`config.mk`:
```
export PLATFORM = sky130hd
export DESIGN_NAME = opcode_sequencer
export DESIGN_NICKNAME = d
export VERILOG_FILES = /design/src/rtl/opcode_sequencer.sv
export SDC_FILE = /design/constraint.sdc
export NUM_CORES = 1
export LEC_CHECK = 0
export ABC_AREA = 1
export CAP_MARGIN = 20
export CORE_ASPECT_RATIO = 1.2
export CORE_MARGIN = 3
export CORE_UTILIZATION = 41
export DETAILED_ROUTE_END_ITERATION = 8
export PLACE_DENSITY = 0.7
export SYNTH_ARGS = -nofsm -noshare
export SYNTH_HDL_FRONTEND = slang
export SYNTH_SLANG_ARGS = --single-unit
```
`constraint.sdc`:
```
create_clock -name clk -period 2.4 [get_ports clk]
set_input_delay 0.36 -clock clk [delete_from_list [all_inputs] [get_ports clk]]
set_output_delay 0.36 -clock clk [all_outputs]
set_load 0.05 [all_outputs]
```
`src/rtl/opcode_sequencer.sv`:
```
// Opcode sequencer: feeds a stored program of opcodes to the Control FSM, one per instruction.
// Optional per-instruction path-length checking is enabled by defining SEQ_LENGTH_CHECK_EN.
module opcode_sequencer #(
  parameter int         DEPTH       = 16,
  parameter logic [5:0] IDLE_OPCODE = 6'd0,
  parameter int         TIMEOUT     = 15
) (
  input  logic       clk,
  input  logic       reset,
  input  logic       loadEn,
  input  logic [3:0] loadAddr,
  input  logic [5:0] loadOpcode,
  input  logic [4:0] progLen,
  input  logic       start,
  input  logic [3:0] ctrlState,
  output logic [5:0] opcode,
  output logic       busy,
  output logic       done,
  output logic [7:0] instrCount,
  output logic       error,
  output logic [1:0] errCause,
  output logic [3:0] errIndex
);

  typedef enum logic [1:0] {IDLE, PEND, RUN, ERR} seqState_t;

  localparam logic [7:0] TO_LAST = 8'(TIMEOUT - 1);
  localparam logic [4:0] MAXLEN  = 5'(DEPTH);

  seqState_t  state, stateNext;
  logic [5:0] prog [DEPTH];
  logic [5:0] opcodeNext;
  logic [4:0] idx, idxNext, len, lenNext;
  logic [7:0] countNext, toCount, toCountNext;
  logic       doneNext, errorNext, fault, isTerm, lenFault;
  logic [1:0] causeNext, faultCause;
  logic [3:0] errIdxNext;

  // A terminal state is the last cycle of a Control instruction; the next cycle is always IF.
  assign isTerm = ctrlState inside {4'd2, 4'd5, 4'd6, 4'd9, 4'd10, 4'd11};
  assign busy   = (state == PEND) || (state == RUN);

`ifdef SEQ_LENGTH_CHECK_EN
  localparam logic [5:0] OP_LDI  = 6'd1;
  localparam logic [5:0] OP_ADD  = 6'd2;
  localparam logic [5:0] OP_ADDI = 6'd3;
  localparam logic [5:0] OP_LD   = 6'd4;
  localparam logic [5:0] OP_STR  = 6'd5;
  localparam logic [5:0] OP_BEQ  = 6'd6;
  localparam logic [5:0] OP_JUMP = 6'd7;

  logic [7:0] lenCount, lenCountNext;

  // Expected IF-to-terminal cycle count; zero marks an opcode with no fixed path.
  function automatic logic [7:0] expLen(input logic [5:0] op);
    case (op)
      OP_LDI:          expLen = 8'd2;
      OP_BEQ, OP_JUMP: expLen = 8'd3;
      OP_ADD, OP_ADDI: expLen = 8'd4;
      OP_STR:          expLen = 8'd4;
      OP_LD:           expLen = 8'd5;
      default:         expLen = 8'd0;
    endcase
  endfunction

  assign lenFault = (expLen(opcode) != 8'd0) && ((lenCount + 8'd1) != expLen(opcode));
`else
  assign lenFault = 1'b0;
`endif

  // Program memory is deliberately outside the reset domain so programs survive reset.
  always_ff @(posedge clk) begin
    if (state == IDLE && loadEn)
      prog[loadAddr] <= loadOpcode;
  end

  always_ff @(posedge clk or posedge reset) begin
    if (reset) begin
      state      <= IDLE;
      opcode     <= IDLE_OPCODE;
      idx        <= '0;
      len        <= '0;
      done       <= 1'b0;
      instrCount <= '0;
      error      <= 1'b0;
      errCause   <= '0;
      errIndex   <= '0;
      toCount    <= '0;
`ifdef SEQ_LENGTH_CHECK_EN
      lenCount   <= '0;
`endif
    end else begin
      state      <= stateNext;
      opcode     <= opcodeNext;
      idx        <= idxNext;
      len        <= lenNext;
      done       <= doneNext;
      instrCount <= countNext;
      error      <= errorNext;
      errCause   <= causeNext;
      errIndex   <= errIdxNext;
      toCount    <= toCountNext;
`ifdef SEQ_LENGTH_CHECK_EN
      lenCount   <= lenCountNext;
`endif
    end
  end

  // Opcode only moves on the edge closing a terminal cycle, so it is stable for all of IF.
  always_comb begin
    stateNext   = state;
    opcodeNext  = opcode;
    idxNext     = idx;
    lenNext     = len;
    doneNext    = 1'b0;
    countNext   = instrCount;
    errorNext   = error;
    causeNext   = errCause;
    errIdxNext  = errIndex;
    toCountNext = toCount;
    fault       = 1'b0;
    faultCause  = 2'd0;
`ifdef SEQ_LENGTH_CHECK_EN
    lenCountNext = lenCount;
`endif
    case (state)
      IDLE: begin
        if (start && !loadEn && progLen != 5'd0) begin
          stateNext = PEND;
          lenNext   = (progLen > MAXLEN) ? MAXLEN : progLen;
        end
      end
      PEND: begin
        if (isTerm) begin
          opcodeNext  = prog[0];
          idxNext     = 5'd1;
          toCountNext = '0;
          stateNext   = RUN;
`ifdef SEQ_LENGTH_CHECK_EN
          lenCountNext = '0;
`endif
        end
      end
      RUN: begin
        if (isTerm && lenFault) begin
          fault      = 1'b1;
          faultCause = 2'd2;
        end else if (isTerm) begin
          countNext   = instrCount + 8'd1;
          toCountNext = '0;
`ifdef SEQ_LENGTH_CHECK_EN
          lenCountNext = '0;
`endif
          if (idx < len) begin
            opcodeNext = prog[idx[3:0]];
            idxNext    = idx + 5'd1;
          end else begin
            opcodeNext = IDLE_OPCODE;
            idxNext    = '0;
            doneNext   = 1'b1;
            stateNext  = IDLE;
          end
        end else if (toCount == TO_LAST) begin
          fault      = 1'b1;
          faultCause = 2'd1;
        end else begin
          toCountNext = toCount + 8'd1;
`ifdef SEQ_LENGTH_CHECK_EN
          lenCountNext = lenCount + 8'd1;
`endif
        end
        if (fault) begin
          errorNext  = 1'b1;
          causeNext  = faultCause;
          errIdxNext = 4'(idx - 5'd1);
          opcodeNext = IDLE_OPCODE;
          stateNext  = ERR;
        end
      end
      default: begin
      end
    endcase
  end

endmodule

```
# Word-level counts from Yosys, hierarchy flattened
# Memory sizes are Yosys's and may differ from the RTL's.
# Index checks and enable logic that the tools add are counted.
dict set report word_totals {
  output_inout_bits 23
  inputBits 23
  ramBits 96
  mem_count 1
  regBits 42
}
# memory depth word_bits read_ports rd_ports_with_merged_regs wr line
set mem_list {}
lappend mem_list {prog 16 6 2 0 1 31} ;# logic [5:0] prog [DEPTH];
dict set report op_classes {
  order_cmp 2
  reduce_logical 17
  addsub 4
  eq_ne 15
  n_mux 30
}
# cell count
set op_table {}
lappend op_table {{$mux W6} 4}
lappend op_table {{$mux W8} 3}
lappend op_table {{$mux W5} 4}
lappend op_table {{$add A8 B1 Y8 const B} 2}
lappend op_table {{$pmux W8 S2} 1}
lappend op_table {{$eq A4 B4 Y1 const B} 3}
lappend op_table {{$pmux W6 S2} 1}
lappend op_table {{$mux W1} 10}
lappend op_table {{$mux W2} 5}
lappend op_table {{$pmux W5 S2} 1}
lappend op_table {{$reduce_and A3 Y1} 3}
lappend op_table {{$eq A4 B3 Y1 const B} 2}
lappend op_table {{$eq A8 B4 Y1 const B} 1}
lappend op_table {{$ne A3 B2 Y1 const B} 2}
lappend op_table {{$pmux W2 S3} 1}
lappend op_table {{$reduce_and A2 Y1} 3}
lappend op_table {{$reduce_bool A6 Y1} 1}
lappend op_table {{$add A5 B1 Y5 const B} 1}
lappend op_table {{$gt A5 B5 Y1 const B} 1}
lappend op_table {{$lt A5 B5 Y1} 1}
lappend op_table {{$reduce_and A5 Y1} 1}
lappend op_table {{$reduce_bool A5 Y1} 1}
lappend op_table {{$eq A4 B2 Y1 const B} 1}
lappend op_table {{$ne A2 B2 Y1 const B} 2}
lappend op_table {{other kinds (11)} 13}

# Depth between registers and ports, before layout
dict set report logic_depth {
  word_depth 6
  mapped_depth 11
}

# Least setup slack after synthesis
# Ideal clock, no wire load.
dict set report synth_path {
  path_type {register -> register}
  startpoint {reg state[0]}
  endpoint {reg toCount[4]}
  path_slack_ns 0.544
  synth_period_minus_slack_ns 1.856
  arrival_time_ns 1.729
  stages_incl_launch_ff 9
  path_cell_list {dfrtp_1 inv_1 ha_1 inv_1 a21oi_4 nand2_2 buf_6 nand2_1 o21ai_0}
}
dict set report synth_via {
  elab_chain_len 3
}
# item line
set synth_rtl {}
lappend synth_rtl {{start: declaration} 30} ;# seqState_t state, stateNext;
lappend synth_rtl {{start signal: assignment} 93} ;# state <= stateNext;
lappend synth_rtl {{$eq A2 B2 Y1 or $eq A2 B1 Y1 (tied branches)} 126} ;# case (state)
lappend synth_rtl {{$ne A3 B3 Y1 (no source line) (tied with other cells)} -}
lappend synth_rtl {{$reduce_and A3 Y1 (no source line)} -}
lappend synth_rtl {{end signal: assignment} 102} ;# toCount <= toCountNext;
lappend synth_rtl {{end: declaration} 34} ;# logic [7:0] countNext, toCount, toCountNext;
# Parallel ways exist; a longest one is shown, timed or not.
# A chain may end at the register's enable or synchronous reset.

# Final worst setup path
dict set report layout_path {
  startpoint {reg state[0]}
  endpoint {out busy}
}
dict set report layout_via {
  elab_chain_len 2
}
# item line
set layout_rtl {}
lappend layout_rtl {{$eq A2 B1 Y1 or $eq A2 B2 Y1 (tied branches)} 41} ;# assign busy = (state == PEND) || (state == RUN);
lappend layout_rtl {{$logic_or A1 B1 Y1 *} 41}
lappend layout_rtl {{end: declaration} 17} ;# output logic busy,
# Mark *: on every way between the ends. The rest lies on a longest branch, timed or not.

==> metrics.txt <==
drt total wl 14360 um; Reg2Reg Setup Slack 0.45 ns; CTS tree yes; area of the mapped netlist 0.006369 mm^2; maximum root-to-sink buffer count 2; DP Area 0.007074 mm^2; area share of the largest cell type after synthesis 45.27%; R2R Path Start state[0]$_DFFE_PP0P_; Detail Route Antenna Nets 0; diodes inserted 0; DP HPWL 9855 um; HP Class primary input to asynchronous set/reset pin; quantity of I/O buffers inserted on ports 44; layout cells sized above 1 11.48%; Synth Area per Inst 10.16 um^2; Yosys warnings 0; Post-Syn Nets 663; CTS Sinks 137; Slew @ Worst Pin 0.7778 ns; PD cells 1090 mW/mm^2; largest net degree at the start of global routing 53; most common cell after layout, fill and taps aside nand2_1; vias per inst 5.208; worst vdd ir 0.0005324 V; DRC Markers 0; Fill cells 1356; cell accounting for the most synthesized area edfxtp_1; most frequent cells in the layout nand2_1, nand3_1, edfxtp_1, inv_1, nor2_1; H-tree depth 4; first-pass GRT wire length 23690 um; cts bufs inserted 17; gpl congestion 0.8627; max frequency 452.7 MHz; outcome complete, no violations; vias in the first global route 4820; ranking of synthesized cells by area edfxtp_1, dfrtp_1, nand2_1, nand3_1, inv_1; post-route cell area 0.007715 mm^2; grt ovf 0; kind of critical path register to primary output; Final min period 2.209 ns; element type at the critical path end primary output; CP Launch Type register; ys flop type edfxtp_1; Distinct cells, synth 40; IO Pins 46; max-cap violations 0; num rows 49; Final Skew 0.008177 ns; total power 8.409 mW; drt wl/cell 15.94 um; CP arrival 1.85 ns; Leak 3.141 nW; Hold Vio Cnt, Final 0; Die Span Y 142.5 um; Slew HR 47.99%; WHS 0.3725 ns; worst r2r dst prog[0][4]$_DFFE_PP_; starting density of the core 42.23%; total number of vias 4692; Post-synth ARST share 29.93%; fin. max-slew vios 0; DRT iter0 DRCs 401; R2R cell count 6; Reg clk slew, reported paths 0.06 ns; Final nets 720; antenna violations before repair 0; final worst path period share 92.03%; CP Max Fanout 4; required time worst endpoint 2.04 ns; sequential area share after synthesis 61.38%; Finish-stage setup viols 0; EDFF count, synth 96; Synth Register Bits 137; Layout area overhead 21.14%; Die ar. 0.01707 mm^2; Die X 119.8 um; clk_lat worst skew 0.42 ns; overall routing resource usage 17.84%; Setup Fix Bufs, Post-CTS 0; final setup TNS 0 ns; First-pass DRT Iterations 5; clk root buf clkbuf_16; core area 0.01508 mm^2; RSZ-0062 raised after global routing false; cells after synthesis 627
## synth_stat cells (2+ instances only)
master / number
a21oi_1: 10
buf_2: 20
buf_6: 2
clkbuf_1: 2
dfrtp_1: 41
edfxtp_1: 96
ha_1: 13
inv_1: 47
inv_2: 4
nand2_1: 157
nand2_2: 4
nand2_4: 4
nand3_1: 107
nand4_1: 9
nand4_2: 2
nor2_1: 44
nor2_4: 3
nor2_8: 2
nor3_1: 9
o21ai_0: 17
o21ai_1: 2
o31ai_1: 2
or2_2: 3
xnor2_1: 5
xor2_1: 7
## sequential cells by signal, indices dropped and copies added, names as in the netlist
signal	flops
prog	96
instrCount	8
toCount	8
opcode	6
idx	5
len	5
errIndex	4
state	2
done	1
errCause	1
error	1
## layout make-up
type | instances | area, um^2 | share of cell area [%]
inverters | 53 | 200.2 | 2.595
well taps | 204 | 255.2 | 3.308
clock inverters | 15 | 216.5 | 2.806
clock buffers | 17 | 425.4 | 5.514
multi-input cells | 411 | 2107 | 27.31
repair buffers | 64 | 601.8 | 7.801
flip-flops and latches | 137 | 3909 | 50.66
## cells by family (layout without fill, tap and decap cells)
group | Yosys count | after routing | synth area share (%)
compound gates | 37 | 37 | 3.379
xor+xnor | 12 | 12 | 1.650
fa+ha+maj | 13 | 13 | 2.554
buf+inv | 79 | 149 | 5.540
flops | 137 | 137 | 61.38
other cells | 1 | 1 | 0.05888
simple gates | 348 | 348 | 25.44
## metal layers
metal / vias to the layer above / wire, um / GRT usage, %
met5: - / 0 / 0
met4: 0 / 463 / 9.650
met3: 37 / 926 / 4.016
met2: 186 / 7285 / 30.68
met1: 2239 / 5688 / 20.82
li1: 2230 / - / -
## metrics by stage
stage	std cells	setup WS (ns)	utilization (%)
after floorplan	627	0.5439	-
after global placement	869	0.3344	46.91
after detailed placement	869	0.3022	46.91
after CTS	901	0.1633	51.15
after global routing	901	0.1340	51.15
final	901	0.1912	51.15
## worst max-delay path by stage
stage	from	end	slack [ns]	depth (start not counted)
6_report	state[0]$_DFFE_PP0P_	busy	0.19	3
3_5_place_dp	ctrlState[0]	toCount[4]$_DFFE_PP0P_	0.30	8
2_1_floorplan	state[0]$_DFFE_PP0P_	toCount[4]$_DFFE_PP0P_	0.54	8
4_1_cts	state[0]$_DFFE_PP0P_	busy	0.16	3
3_3_place_gp	loadEn	prog[0][5]$_DFFE_PP_	0.33	5
5_1_grt	state[1]$_DFFE_PP0P_	busy	0.13	3
## worst max-delay path, cell delays in order (launching register included)
cell and delay, ns:
dfrtp_1 0.41, inv_1 0.08, ha_1 0.38, dlygate4sd2_1 0.55
## timing repair
action                     CTS  global route
hold buffers                 0             0
hold endpoints to repair     0             0
setup endpoints to repair    1             0
gates resized for setup      1             0
## power breakdown
group	internal (mW)	total, mW	switching, mW	leakage (nW)
combinational	0.863	2.75	1.88	1.44
clock	1.76	2.79	1.03	0.301
sequential	2.74	2.87	0.135	1.40
total	5.36	8.41	3.05	3.14
Power figures use the tool's default switching activity.
